### config.mk
export PLATFORM = sky130hd
export DESIGN_NAME = deser_rx
export DESIGN_NICKNAME = d
export VERILOG_FILES = /design/src/rtl/deser_pkg.sv /design/src/rtl/deser_frame_cnt.sv /design/src/rtl/deser_rx.sv
export SDC_FILE = /design/constraint.sdc
export NUM_CORES = 1
export LEC_CHECK = 0
export CAP_MARGIN = 30
export CORE_UTILIZATION = 55
export DETAILED_ROUTE_END_ITERATION = 6
export PLACE_DENSITY = 0.79
export SLEW_MARGIN = 20
export SYNTH_ARGS = -nofsm -noshare
export SYNTH_HDL_FRONTEND = slang
export SYNTH_SLANG_ARGS = --single-unit
export TNS_END_PERCENT = 30
### constraint.sdc
create_clock -name clock_40 -period 4.85 [get_ports clock_40]
set_clock_uncertainty 0.2 [all_clocks]
set_input_delay 0.97 -clock clock_40 [delete_from_list [all_inputs] [get_ports clock_40]]
set_output_delay 0.97 -clock clock_40 [all_outputs]
set_load 0.01 [all_outputs]
### src/rtl/deser_pkg.sv
// Shared types and helpers for the deser_rx serial receiver.
package deser_pkg;

  typedef enum logic [1:0] {HUNT, VERIFY, LOCKED} state_t;

  localparam logic [7:0] DEFAULT_SYNC = 8'hBC;

  // Even parity of a word zero-extended to 32 bits; padding does not change XOR.
  function automatic logic even_par(input logic [31:0] word);
    return ^word;
  endfunction

endpackage

### src/rtl/deser_frame_cnt.sv
// Bit-position counter for deser_rx: wrap pulse at the end of each frame and a flag
// marking the trailing parity slot when parity framing is enabled.
module deser_frame_cnt #(
  parameter int WIDTH  = 8,
  parameter bit PAR_EN = 1'b0
) (
  input  logic clock_40,
  input  logic reset,
  input  logic enable,
  input  logic run,
  input  logic restart,
  output logic wrap,
  output logic par_slot
);

  localparam int CW    = $clog2(WIDTH + 1);
  localparam int LAST  = PAR_EN ? WIDTH : WIDTH - 1;
  // With parity, a sync caught while hunting still owes its parity bit, so restart there.
  localparam int START = PAR_EN ? WIDTH : 0;

  logic [CW-1:0] bitcnt_q, bitcnt_d;

  assign wrap     = enable && run && (bitcnt_q == CW'(LAST));
  assign par_slot = PAR_EN && (bitcnt_q == CW'(WIDTH));

  always_comb begin
    bitcnt_d = '0;
    if (enable) begin
      if (restart)           bitcnt_d = CW'(START);
      else if (run && !wrap) bitcnt_d = bitcnt_q + CW'(1);
    end
  end

  always_ff @(posedge clock_40 or posedge reset) begin
    if (reset) bitcnt_q <= '0;
    else       bitcnt_q <= bitcnt_d;
  end

endmodule

### src/rtl/deser_rx.sv
// Serial-to-parallel receiver: hunts a sync word, locks after LOCK_COUNT in-frame syncs,
// then strobes out words. Define DESER_PARITY_EN for a trailing even-parity bit per word.
module deser_rx
  import deser_pkg::*;
#(
  parameter int               WIDTH      = 8,
  parameter logic [WIDTH-1:0] SYNC_WORD  = WIDTH'(DEFAULT_SYNC),
  parameter int               LOCK_COUNT = 3
) (
  input  logic             clock_40,
  input  logic             reset,
  input  logic             enable,
  input  logic             data_in,
  output logic [WIDTH-1:0] data_out,
  output logic             data_valid,
  output logic             locked,
  output logic             align_err
`ifdef DESER_PARITY_EN
  ,
  output logic             parity_err
`endif
);

`ifdef DESER_PARITY_EN
  localparam bit PAR_EN = 1'b1;
`else
  localparam bit PAR_EN = 1'b0;
`endif
  localparam int SCW = $clog2(LOCK_COUNT + 1);

  state_t           state_q, state_d;
  logic [WIDTH-1:0] sr_q, sr_d;
  logic [SCW-1:0]   synccnt_q, synccnt_d;
  logic [WIDTH-1:0] data_out_q, data_out_d;
  logic             data_valid_q, data_valid_d;
  logic             align_err_q, align_err_d;
  logic             locked_q, locked_d;
`ifdef DESER_PARITY_EN
  logic             parity_err_q, parity_err_d;
`endif

  logic [WIDTH-1:0] nsr, word;
  logic             wrap, par_slot, par_ok, restart, run;

  assign nsr    = {sr_q[WIDTH-2:0], data_in};
  // In the parity slot the completed word is already in sr; data_in is its parity bit.
  assign word   = par_slot ? sr_q : nsr;
  assign par_ok = !par_slot || (data_in == even_par(32'(sr_q)));
  assign run    = (state_q != HUNT);

  deser_frame_cnt #(.WIDTH(WIDTH), .PAR_EN(PAR_EN)) u_frame_cnt (
    .clock_40 (clock_40),
    .reset    (reset),
    .enable   (enable),
    .run      (run),
    .restart  (restart),
    .wrap     (wrap),
    .par_slot (par_slot)
  );

  always_comb begin
    state_d      = state_q;
    sr_d         = sr_q;
    synccnt_d    = synccnt_q;
    data_out_d   = data_out_q;
    data_valid_d = 1'b0;
    align_err_d  = 1'b0;
    restart      = 1'b0;
`ifdef DESER_PARITY_EN
    parity_err_d = 1'b0;
`endif
    if (!enable) begin
      state_d   = HUNT;
      synccnt_d = '0;
    end else begin
      sr_d = nsr;
      unique case (state_q)
        HUNT: begin
          if (nsr == SYNC_WORD) begin
            restart = 1'b1;
`ifdef DESER_PARITY_EN
            // This sync is only counted once its parity slot checks out.
            state_d   = VERIFY;
            synccnt_d = '0;
`else
            synccnt_d = SCW'(1);
            state_d   = (LOCK_COUNT == 1) ? LOCKED : VERIFY;
`endif
          end
        end
        VERIFY: begin
          if (wrap) begin
            if ((word == SYNC_WORD) && par_ok) begin
              synccnt_d = synccnt_q + SCW'(1);
              if (synccnt_d == SCW'(LOCK_COUNT)) state_d = LOCKED;
            end else begin
              state_d     = HUNT;
              synccnt_d   = '0;
              align_err_d = 1'b1;
            end
          end
        end
        LOCKED: begin
          if (wrap && (word != SYNC_WORD)) begin
            data_out_d   = word;
            data_valid_d = 1'b1;
`ifdef DESER_PARITY_EN
            parity_err_d = !par_ok;
`endif
          end
        end
        default: state_d = HUNT;
      endcase
    end
    locked_d = (state_d == LOCKED);
  end

  always_ff @(posedge clock_40 or posedge reset) begin
    if (reset) begin
      state_q      <= HUNT;
      sr_q         <= '0;
      synccnt_q    <= '0;
      data_out_q   <= '0;
      data_valid_q <= 1'b0;
      align_err_q  <= 1'b0;
      locked_q     <= 1'b0;
`ifdef DESER_PARITY_EN
      parity_err_q <= 1'b0;
`endif
    end else begin
      state_q      <= state_d;
      sr_q         <= sr_d;
      synccnt_q    <= synccnt_d;
      data_out_q   <= data_out_d;
      data_valid_q <= data_valid_d;
      align_err_q  <= align_err_d;
      locked_q     <= locked_d;
`ifdef DESER_PARITY_EN
      parity_err_q <= parity_err_d;
`endif
    end
  end

  assign data_out   = data_out_q;
  assign data_valid = data_valid_q;
  assign align_err  = align_err_q;
  assign locked     = locked_q;
`ifdef DESER_PARITY_EN
  assign parity_err = parity_err_q;
`endif

endmodule

# After elaboration in Yosys (flattened, before gate mapping)
# Cells that the tools add are included.
[classes]
addsub = 2
eq_ne = 10
muxes = 24
reduce_logical = 9
[ops]
columns = ["op", "count"]
rows = [
  ["$mux 2", 9],
  ["$mux 4", 3],
  ["$mux 1", 10],
  ["$eq 8x8->1 const B", 1],
  ["$ne 8x8->1 const B", 1],
  ["$eq 2x2->1 const B", 3],
  ["$pmux 2 s3", 1],
  ["$reduce_and 3->1", 2],
  ["$add 4x1->4 const B", 1],
  ["$eq 4x3->1 const B", 1],
  ["$logic_and 1x1->1", 4],
  ["$pmux 2 s2", 1],
  ["$ne 3x1->1 const B", 1],
  ["$ne 3x2->1 const B", 1],
  ["$ne 3x3->1 const B", 1],
  ["$add 2x1->2 const B", 1],
  ["$eq 2x1->1 const B", 1],
  ["$logic_not 2->1", 1],
  ["$reduce_bool 2->1", 1],
  ["$logic_not 1->1", 1],
]
[totals]
ff_bits = 26
input_bits = 4
out_inout_bits = 11
word_cells = 53

# Longest topological paths before layout
# Gate-level depths: netlist of the first run.
[logic_depth]
depth_word = 8
depth_mapped = 5
ltp_nobuf = 5

# By module
# From an unflattened synthesis of the first run, not the netlist that was laid out.
[unflattened]
cells_unflattened = 120
hier_area_um2 = 1448.9
[modules_own_cells]
columns = ["mod", "n_inst", "cells_each", "area_each_um2", "seq_area_each_um2"]
rows = [
  ["deser_rx", 1, 100, 1255.0, 575.6],
  ["deser_frame_cnt", 1, 20, 193.9, 100.1],
]

# Worst setup path after synthesis of the first run
# OpenSTA, ideal clock, no wires.
[synth_path]
path_kind = "input to register"
startpoint = "input data_in"
endpoint = "register data_out_q[0] (netlist: data_out[0])"
setup_ns = 0.125
t_arrival_ns = 1.959
t_required_ns = 4.525
setup_slack_ns = 2.566
path_stages = 3
path_buffers = 0
path_cell_list = "and4b_1 a211oi_4 mux2_2"
[synth_via]
elab_chain_len = 3
[synth_lines]
columns = ["element", "line", "source"]
rows = [
  ["from (decl)", "deser_rx.sv:13", "input logic data_in,"],
  ["$ne 8x8->1", "deser_rx.sv:104", "if (wrap && (word != SYNC_WORD)) begin"],
  ["$logic_and 1x1->1", "deser_rx.sv:104", ""],
  ["$reduce_and 3->1 (no source line)", "--", ""],
  ["to (signal assigned)", "deser_rx.sv:134", "data_out_q <= data_out_d;"],
  ["to (decl)", "deser_rx.sv:34", "logic [WIDTH-1:0] data_out_q, data_out_d;"],
]
# Parallel ways exist; a longest one is shown, timed or not.
# A chain may end at the register's enable or synchronous reset.

# Worst setup path in the final report of the first run
[layout_path]
startpoint = "input enable"
endpoint = "register data_out_q[5] (netlist: data_out[5])"
[layout_via]
elab_chain_len = 4
[layout_lines]
columns = ["element", "line", "source"]
rows = [
  ["from (decl)", "deser_rx.sv:12", "input logic enable,"],
  ["$logic_and 1x1->1 (2 in series)", "deser_frame_cnt.sv:23", "assign wrap = enable && run && (bitcnt_q == CW'(LAST));"],
  ["$logic_and 1x1->1", "deser_rx.sv:104", ""],
  ["$reduce_and 3->1 (no source line) (*)", "--", ""],
]
# Every way passes the cells marked *; elsewhere a longest branch is shown, timed or not.

==> impl_metrics.yaml, run 1 <==
yosys:
  syn_inst: 79
  synth_area_um2: 1110
  yosysSeqAreaShare: 0.588
  yosysWarningCount: 0
  syn_avg_cell_area_um2: 14.0
  ys_seq_elements: 26
  synth_cell_types: 28
  synth_nets: 85
power_and_ir_drop:
  switching_share: 0.208
  p_switching_mw: 0.0877
  internal-power_mw: 0.333
  p_clk_frac: 0.345
  power.leakage_nw: 0.595
  combPwrFrac: 0.076
  ir_worst_vdd_mv: 0.247
  pwr-share-seq: 0.579
  power.density_nw_per_um2: 314
grt:
  grtUsageTotal: 0.189
  met2_usage: 0.269
  met1_usage: 0.275
  antenna_found_initial: 0
  met3_usage: 0.0423
  grt_pass1_wl_um: 2900
  grt.busiest_layer: "met1"
  grt_start_max_net_pins: 27
  overflow: 0
  grt_pass1_vias: 666
clock_tree:
  clkSinkCount: 26
  cts_hold_buf: 0
  path_clk_slew_ns: 0.14
  cts_root_buf: "clkbuf_4"
  cts_made_buffers: 3
  cts_tree: "done"
  cts_buffer_depth: 2
  post-cts-setup-buffer-count: 0
  h-tree-depth: 1
  insertion_delay_ns: 0.31
  cts_resized: 0
floorplanning:
  chipHeight_um: 46.8
  die_width_um: 46.8
  initial_core_util: 0.614
  row_count: 15
  dieArea_um2: 2190
  core_region_area_um2: 1800
  top_level_ports: 15
cells_and_area:
  antenna_cells: 0
  area_growth_pct: 21.3
  stdcell_count: 122
  layout-drive-gt1-share: 0.247
  fin_nets: 104
  num-fill-cells: 122
sta:
  slew_violations: 0
  relSlewSlack: 0.655
  finalCritPeriodShare: 0.587
  rsz0062_at_grt: "no"
  layout_min_cycle_time_ns: 2.85
  final-hold-violation-count: 0
  worstMarginPinSlew_ns: 0.516
  max_freq_mhz: 351
  fin_tns_setup_ns: 0
  setup-violations-final: 0
routing:
  ant_nets: 0
  first_iter_violations: 16
  post_drt_wl_per_cell_um: 14.1
  firstDrtPassIters: 4
  wl_um: 1730
  drc: 0
  vias: 680
  viasPerCell: 5.57
place:
  dp_hpwl_um: 1150
  io_buffers: 14
  dp_cells: 117
  gp_congestion: 0.773
run_status:
  status: "finished, final reports clean"
critical_path:
  arrival_ns: 2.86
  critical_path_class: "in2reg"
  cp_max_fo: 14
  cp.required_ns: 4.87
  end_kind: "flop"
  startpoint_type: "input pin"
run:
  maxCapViolCount: 0
worst_hold_path:
  hp-class: "reg2reg"
-- cell usage in the layout, fill, tap and decap left out, types with 3 or more instances in the layout --
cell,n
clkbuf_4,3
clkdlybuf4s50_1,14
dfrtp_1,26
inv_1,3
mux2_2,15
nor2_1,4
o21ai_0,3
-- power by group through the flow --
stage          Clock [mW]  Combinational (mW)  Sequential (mW)
2_1_floorplan           0              0.0248            0.244
3_3_place_gp            0              0.0305            0.247
3_5_place_dp            0              0.0306            0.248
4_1_cts             0.149              0.0311            0.244
5_1_grt             0.156              0.0352            0.246
6_report            0.145              0.0320            0.244
-- cell usage after synthesis --
cell,number,area (µm²)
dfrtp_1,26,651
mux2_2,15,169
nor2_1,4,15.0
inv_1,3,11.3
o21ai_0,3,15.0
ha_1,2,25.0
mux2i_1,2,20.0
nand2b_1,2,12.5
nand3b_1,2,15.0
nor2b_1,2,12.5
a2111oi_0,1,8.76
a211oi_4,1,20.0
a32oi_1,1,8.76
and3b_1,1,8.76
and3b_2,1,10.0
and4b_1,1,10.0
and4bb_4,1,16.3
buf_1,1,3.75
nand2_1,1,3.75
nand3_1,1,5.00
nand4_1,1,6.26
nor3_1,1,5.00
nor3b_1,1,7.51
o2111ai_1,1,8.76
o221a_2,1,11.3
o221ai_1,1,8.76
o311ai_0,1,8.76
xnor2_1,1,8.76
-- critical path, cell delays in order --
cell and delay [ns]:
clkdlybuf4s50_1 0.78, nand3b_1 0.24, a211oi_4 0.48, mux2_2 0.40
-- flip-flops by register name, summed over array words and instances (netlist names) --
register,flops
synccnt_q,2
data_valid,1
data_out,8
align_err,1
locked,1
u_frame_cnt.bitcnt_q,4
state_q,2
sr_q,7
-- final cells by class --
type                       count  area (µm²)  share of cell area
clock buffer                   3        22.5              0.0168
clock inverter                 1        30.0              0.0224
inverter                       3        11.3             0.00840
multi-input combinational     49         440               0.328
sequential                    26         651               0.485
tap                           25        31.3              0.0233
timing repair buffer          15         155               0.116
-- logic make-up (layout without fill, tap and decap cells) --
kind of cell,count (synthesis),count (layout),synth area share
buffers and inverters,4,22,0.0136
flip-flops,26,26,0.588
adder cells (fa/ha/maj),2,2,0.0226
XOR/XNOR,1,1,0.00792
multiplexers,17,17,0.171
AO/OA/AOI/OAI,10,10,0.0815
AND/OR/NAND/NOR,19,19,0.115
-- routing by layer --
layer | vias to the layer above | wire (µm)
li1 | 331 | -
met1 | 333 | 909
met2 | 14 | 747
met3 | 2 | 52
met4 | 0 | 15
met5 | - | 0
-- stage by stage --
step                 util  setup slack, ns  hold WS, ns  total power [mW]  instance area (µm²)
global route        0.744             1.96        0.310             0.438                 1340
CTS                 0.736             2.04        0.302             0.424                 1330
finish              0.744             2.00        0.295             0.421                 1340
global placement    0.707             1.74        0.262             0.278                 1270
detailed placement  0.707             1.70        0.284             0.279                 1270
floorplan               -             2.57        0.244             0.268                 1110
-- final timing paths --
check | start | endpoint | slack [ns] | cells past startpoint
max reg2reg | u_frame_cnt.bitcnt_q[0] | data_out[5] | 2.76 | 4
min in group asynchronous | reset | sr_q[5] | 0.73 | 2
min reg2reg | u_frame_cnt.bitcnt_q[0] | u_frame_cnt.bitcnt_q[0] | 0.30 | 1
min | u_frame_cnt.bitcnt_q[0] | u_frame_cnt.bitcnt_q[0] | 0.30 | 1
max in group asynchronous | reset | synccnt_q[1] | 3.27 | 3
max | enable | data_out[5] | 2.00 | 4
No activity file was read; power rests on OpenSTA's default activity.
==> run 2: changes to the inputs <==
--- a/config.mk
+++ b/config.mk
@@ -6,9 +6,9 @@
 export NUM_CORES = 1
 export LEC_CHECK = 0
 export CAP_MARGIN = 30
-export CORE_UTILIZATION = 55
+export CORE_UTILIZATION = 52
 export DETAILED_ROUTE_END_ITERATION = 6
-export PLACE_DENSITY = 0.79
+export PLACE_DENSITY = 0.75
 export SLEW_MARGIN = 20
 export SYNTH_ARGS = -nofsm -noshare
 export SYNTH_HDL_FRONTEND = slang
==> constraint.sdc (replaced) <==
create_clock -name clock_40 -period 3 [get_ports clock_40]
set_clock_uncertainty 0.2 [all_clocks]
set_input_delay 0.6 -clock clock_40 [delete_from_list [all_inputs] [get_ports clock_40]]
set_output_delay 0.6 -clock clock_40 [all_outputs]
set_load 0.01 [all_outputs]
==> run 2 against run 1 <==
Net effect:
- critical path depth is the same
- first-iteration DRC count shrank 81%
- setup slack lost 1.3 ns
- largest cell class unchanged
- clock power shrank 3%
- via count grew 3.1%
- die area grew 5.5%
- non-clock buffer count grew 1
==> impl_metrics.yaml, run 2 (synthesis results as in run 1) <==
sta:
  finalCritPeriodShare: 0.750
  setup-violations-final: 0
  fin_tns_setup_ns: 0
  final-hold-violation-count: 0
  max_freq_mhz: 444
  layout_min_cycle_time_ns: 2.25
  worstMarginPinSlew_ns: 0.515
  slew_violations: 0
  relSlewSlack: 0.656
  rsz0062_at_grt: "no"
cells_and_area:
  antenna_cells: 0
  area_growth_pct: 18.8
  largest_reg_flops: 8
  final_common_cell: "dfrtp_1"
  num-fill-cells: 152
  layout-drive-gt1-share: 0.247
  stdcell_count: 124
  final_util: 0.663
  layout_common_cells: "26 x dfrtp_1, 15 x mux2_2, 14 x clkdlybuf4s50_1"
  fin_nets: 105
floorplanning:
  top_level_ports: 15
  die_width_um: 48.1
  row_count: 16
  dieArea_um2: 2320
  initial_core_util: 0.558
  chipHeight_um: 48.1
  core_region_area_um2: 1980
power_and_ir_drop:
  p_switching_mw: 0.135
  pwr-share-seq: 0.673
  combPwrFrac: 0.087
  power.density_nw_per_um2: 446
  internal-power_mw: 0.451
  switching_share: 0.230
  power.leakage_nw: 0.583
  ir_worst_vdd_mv: 0.432
  p_clk_frac: 0.240
place:
  io_buffers: 14
  gp_congestion: 0.792
  dp_cells: 121
  dp_hpwl_um: 1270
routing:
  vias: 701
  wl_um: 1800
  drc: 0
  firstDrtPassIters: 4
  post_drt_wl_per_cell_um: 14.5
  viasPerCell: 5.65
  first_iter_violations: 3
  ant_nets: 0
grt:
  met2_usage: 0.276
  grt_start_max_net_pins: 27
  grt_pass1_wl_um: 2720
  grt.busiest_layer: "met2"
  met1_usage: 0.231
  met3_usage: 0.0296
  antenna_found_initial: 0
  grtUsageTotal: 0.178
  overflow: 0
  grt_pass1_vias: 617
clock_tree:
  clkSinkCount: 26
  cts_buffer_depth: 2
  path_clk_slew_ns: 0.12
  cts_resized: 0
  cts_made_buffers: 3
  post-cts-setup-buffer-count: 0
  insertion_delay_ns: 0.31
  cts_hold_buf: 0
  h-tree-depth: 1
  cts_root_buf: "clkbuf_4"
  cts_tree: "done"
critical_path:
  startpoint_type: "input pin"
  cp_max_fo: 9
  cp.required_ns: 3.01
  end_kind: "flop"
  arrival_ns: 2.26
  critical_path_class: "in2reg"
worst_hold_path:
  hp-class: "reg2reg"
run_status:
  status: "finished, final reports clean"
run:
  maxCapViolCount: 0
## run 2: per-layer routing
layer	part of all wire	wire [µm]
met5	0	0
met4	0.024	44
met3	0.033	59
met2	0.49	881
met1	0.45	817
## run 2: critical path: stages
cell and delay, ns:
clkdlybuf4s50_1 0.49, and4b_1 0.27, a211oi_4 0.50, mux2_2 0.39
## run 2: path summary, 6_finish.rpt
check,end,from,depth (start not counted),slack [ns]
setup / recovery,data_out[4],data_in,4,0.75
hold / removal,u_frame_cnt.bitcnt_q[0],u_frame_cnt.bitcnt_q[0],1,0.29
setup reg to reg,data_out[4],u_frame_cnt.bitcnt_q[0],4,0.89
hold reg to reg,u_frame_cnt.bitcnt_q[0],u_frame_cnt.bitcnt_q[0],1,0.29
max in group asynchronous,data_out[3],reset,3,1.95
min in group asynchronous,sr_q[3],reset,3,0.42
## run 2: area by class of cell
class | instances | area (µm²) | area share
Multi-Input combinational cell | 49 | 440 | 0.335
Clock buffer | 3 | 22.5 | 0.0171
Inverter | 3 | 11.3 | 0.00857
Sequential cell | 26 | 651 | 0.495
Timing Repair Buffer | 16 | 155 | 0.118
Tap cell | 27 | 33.8 | 0.0257
## run 2: power groups by stage
| stage | registers [mW] | logic, mW | clock network [mW] |
|---|---|---|---|
| 2_1_floorplan | 0.394 | 0.0401 | 0 |
| 3_3_place_gp | 0.401 | 0.0502 | 0 |
| 3_5_place_dp | 0.402 | 0.0519 | 0 |
| 4_1_cts | 0.395 | 0.0520 | 0.147 |
| 5_1_grt | 0.399 | 0.0557 | 0.158 |
| 6_report | 0.394 | 0.0510 | 0.141 |
## run 2: through the flow
stage | cell area, µm² | power (mW) | worst slack, ns | hold WS [ns]
after floorplan | 1110 | 0.434 | 1.09 | 0.244
after global placement | 1290 | 0.452 | 0.450 | 0.259
after detailed placement | 1290 | 0.454 | 0.367 | 0.275
after CTS | 1310 | 0.594 | 0.723 | 0.292
after global routing | 1310 | 0.613 | 0.681 | 0.321
final | 1310 | 0.586 | 0.750 | 0.290
==> run 3: changes to the inputs <==
--- a/config.mk
+++ b/config.mk
@@ -6,9 +6,9 @@
 export NUM_CORES = 1
 export LEC_CHECK = 0
 export CAP_MARGIN = 30
-export CORE_UTILIZATION = 52
+export CORE_UTILIZATION = 47
 export DETAILED_ROUTE_END_ITERATION = 6
-export PLACE_DENSITY = 0.75
+export PLACE_DENSITY = 0.72
 export SLEW_MARGIN = 20
 export SYNTH_ARGS = -nofsm -noshare
 export SYNTH_HDL_FRONTEND = slang
==> constraint.sdc (replaced) <==
create_clock -name clock_40 -period 1.8 [get_ports clock_40]
set_clock_uncertainty 0.2 [all_clocks]
set_input_delay 0.36 -clock clock_40 [delete_from_list [all_inputs] [get_ports clock_40]]
set_output_delay 0.36 -clock clock_40 [all_outputs]
set_load 0.01 [all_outputs]
==> run 3 against run 2 <==
Net effect:
- the run now ends with negative setup slack left
- final cell count rose by 8.1%
- clock-buffer cell count did not move
- critical path type unchanged
- non-clock buffer count rose by 9
- power rose by 67%
- flip-flop and latch count did not move
- largest power group unchanged
==> impl_metrics.yaml, run 3 (synthesis results as in run 1) <==
power_and_ir_drop:
  power.density_nw_per_um2: 693
  ir_worst_vdd_mv: 0.650
  total_power_mw: 0.979
  power.leakage_nw: 0.798
critical_path:
  r2r-end: "data_out[3]"
  arrival_ns: 1.83
  critical_path_class: "in2reg"
  startpoint_type: "input pin"
  cp.required_ns: 1.80
  ff2ff_setup_slack_ns: 0
  end_kind: "flop"
  reg2reg_from: "u_frame_cnt.bitcnt_q[0]"
  cp_max_fo: 5
  crit_path_start: "data_in"
  reg2reg_depth: 5
sta:
  finalCritPeriodShare: 1.02
  fin_tns_setup_ns: -0.211
  setup-violations-final: 8
  layout_min_cycle_time_ns: 1.83
  final-hold-violation-count: 0
  worst_slack_ns: -0.0295
  max_freq_mhz: 547
  rsz0062_at_grt: "yes"
  worstMarginPinSlew_ns: 0.463
  holdWs_ns: 0.208
  relSlewSlack: 0.688
  slew_violations: 0
cells_and_area:
  antenna_cells: 0
  stdcell_count: 134
  layout_common_cells: "26 x dfrtp_1, 15 x mux2_2, 11 x buf_4"
  multi_input_area_um2: 448
  regArea_um2: 651
  num-fill-cells: 178
  layout-drive-gt1-share: 0.321
  fin_nets: 114
  largest_reg_flops: 8
  final_common_cell: "dfrtp_1"
  area_growth_pct: 27.7
routing:
  firstDrtPassIters: 4
  drc: 0
  ant_nets: 0
  wl_um: 1950
  vias: 731
  post_drt_wl_per_cell_um: 14.6
  viasPerCell: 5.46
  first_iter_violations: 7
floorplanning:
  die_width_um: 50.5
  top_level_ports: 15
  chipHeight_um: 50.5
  dieArea_um2: 2550
  initial_core_util: 0.500
  core_region_area_um2: 2210
  row_count: 17
grt:
  met2_usage: 0.302
  grtUsageTotal: 0.184
  grt_start_max_net_pins: 27
  grt_pass1_vias: 746
  antenna_found_initial: 0
  met3_usage: 0.0273
  grt_pass1_wl_um: 3400
  overflow: 0
  met1_usage: 0.235
  grt.busiest_layer: "met2"
clock_tree:
  cts_root_buf: "clkbuf_4"
  insertion_delay_ns: 0.30
  cts_buffer_depth: 2
  h-tree-depth: 1
  clkSinkCount: 26
  cts_tree: "done"
  cts_made_buffers: 3
  path_clk_slew_ns: 0.12
run:
  maxCapViolCount: 0
place:
  place_ws_ns: -0.360
  dp_cells: 131
  gp_congestion: 0.873
  dp_hpwl_um: 1420
  io_buffers: 14
run_status:
  violations: "negative setup slack"
  status: "complete, but fails checks"
worst_hold_path:
  hp-class: "in2async"
==> run 3: cell count changes in the layout (fill, tap and decap cells not counted) <==
cell,previous run,this run
buf_4,2,11
clkdlybuf4s50_1,14,5
dlymetal6s2s_1,0,9
o311ai_0,1,0
o311ai_2,0,1
==> run 3: worst max path at each step <==
stage,endpoint,slack (ns)
4_1_cts,data_out[2],-0.03
5_1_grt,data_out[3],-0.1
3_3_place_gp,data_out[2],-0.30
3_5_place_dp,data_out[2],-0.36
6_report,data_out[3],-0.03
2_1_floorplan,data_out[0],0.01
==> run 3: final cells by class <==
| class | instances | share of cell area |
|---|---|---|
| multi-input cells | 49 | 0.317 |
| clock buffers | 3 | 0.0159 |
| flip-flops and latches | 26 | 0.461 |
| repair buffers | 25 | 0.174 |
| well taps | 28 | 0.0248 |
| inverters | 3 | 0.00797 |
==> run 3: metrics by stage <==
stage / util / area (µm²)
after floorplan: - / 1110
after global placement: 0.615 / 1360
after detailed placement: 0.615 / 1360
after CTS: 0.625 / 1380
after global routing: 0.639 / 1410
final: 0.639 / 1410
==> run 3: where the power goes <==
group / internal (mW) / total (mW) / switching [mW] / leakage (nW)
combinational: 0.0553 / 0.0944 / 0.0391 / 0.436
sequential: 0.623 / 0.658 / 0.0352 / 0.348
clock: 0.0780 / 0.226 / 0.148 / 0.0138
total: 0.756 / 0.979 / 0.223 / 0.798
==> run 3: timing repair <==
action,in CTS,in global routing
setup endpoints to repair,9,18
hold endpoints to repair,0,0
resized for setup,1,10
hold buffers,0,0
pin swaps,0,0
buffers inserted,0,0
==> run 3: per-layer routing <==
metal / part of all wire / wire length (µm)
met5: 0 / 0
met4: 0.0072 / 14
met3: 0.027 / 52
met2: 0.51 / 1000
met1: 0.45 / 879
==> run 3: critical path, cell delays in order <==
cell	delay [ns]
clkdlybuf4s50_1	0.47
and4b_1	0.24
a211oi_4	0.25
buf_4	0.18
mux2_2	0.33
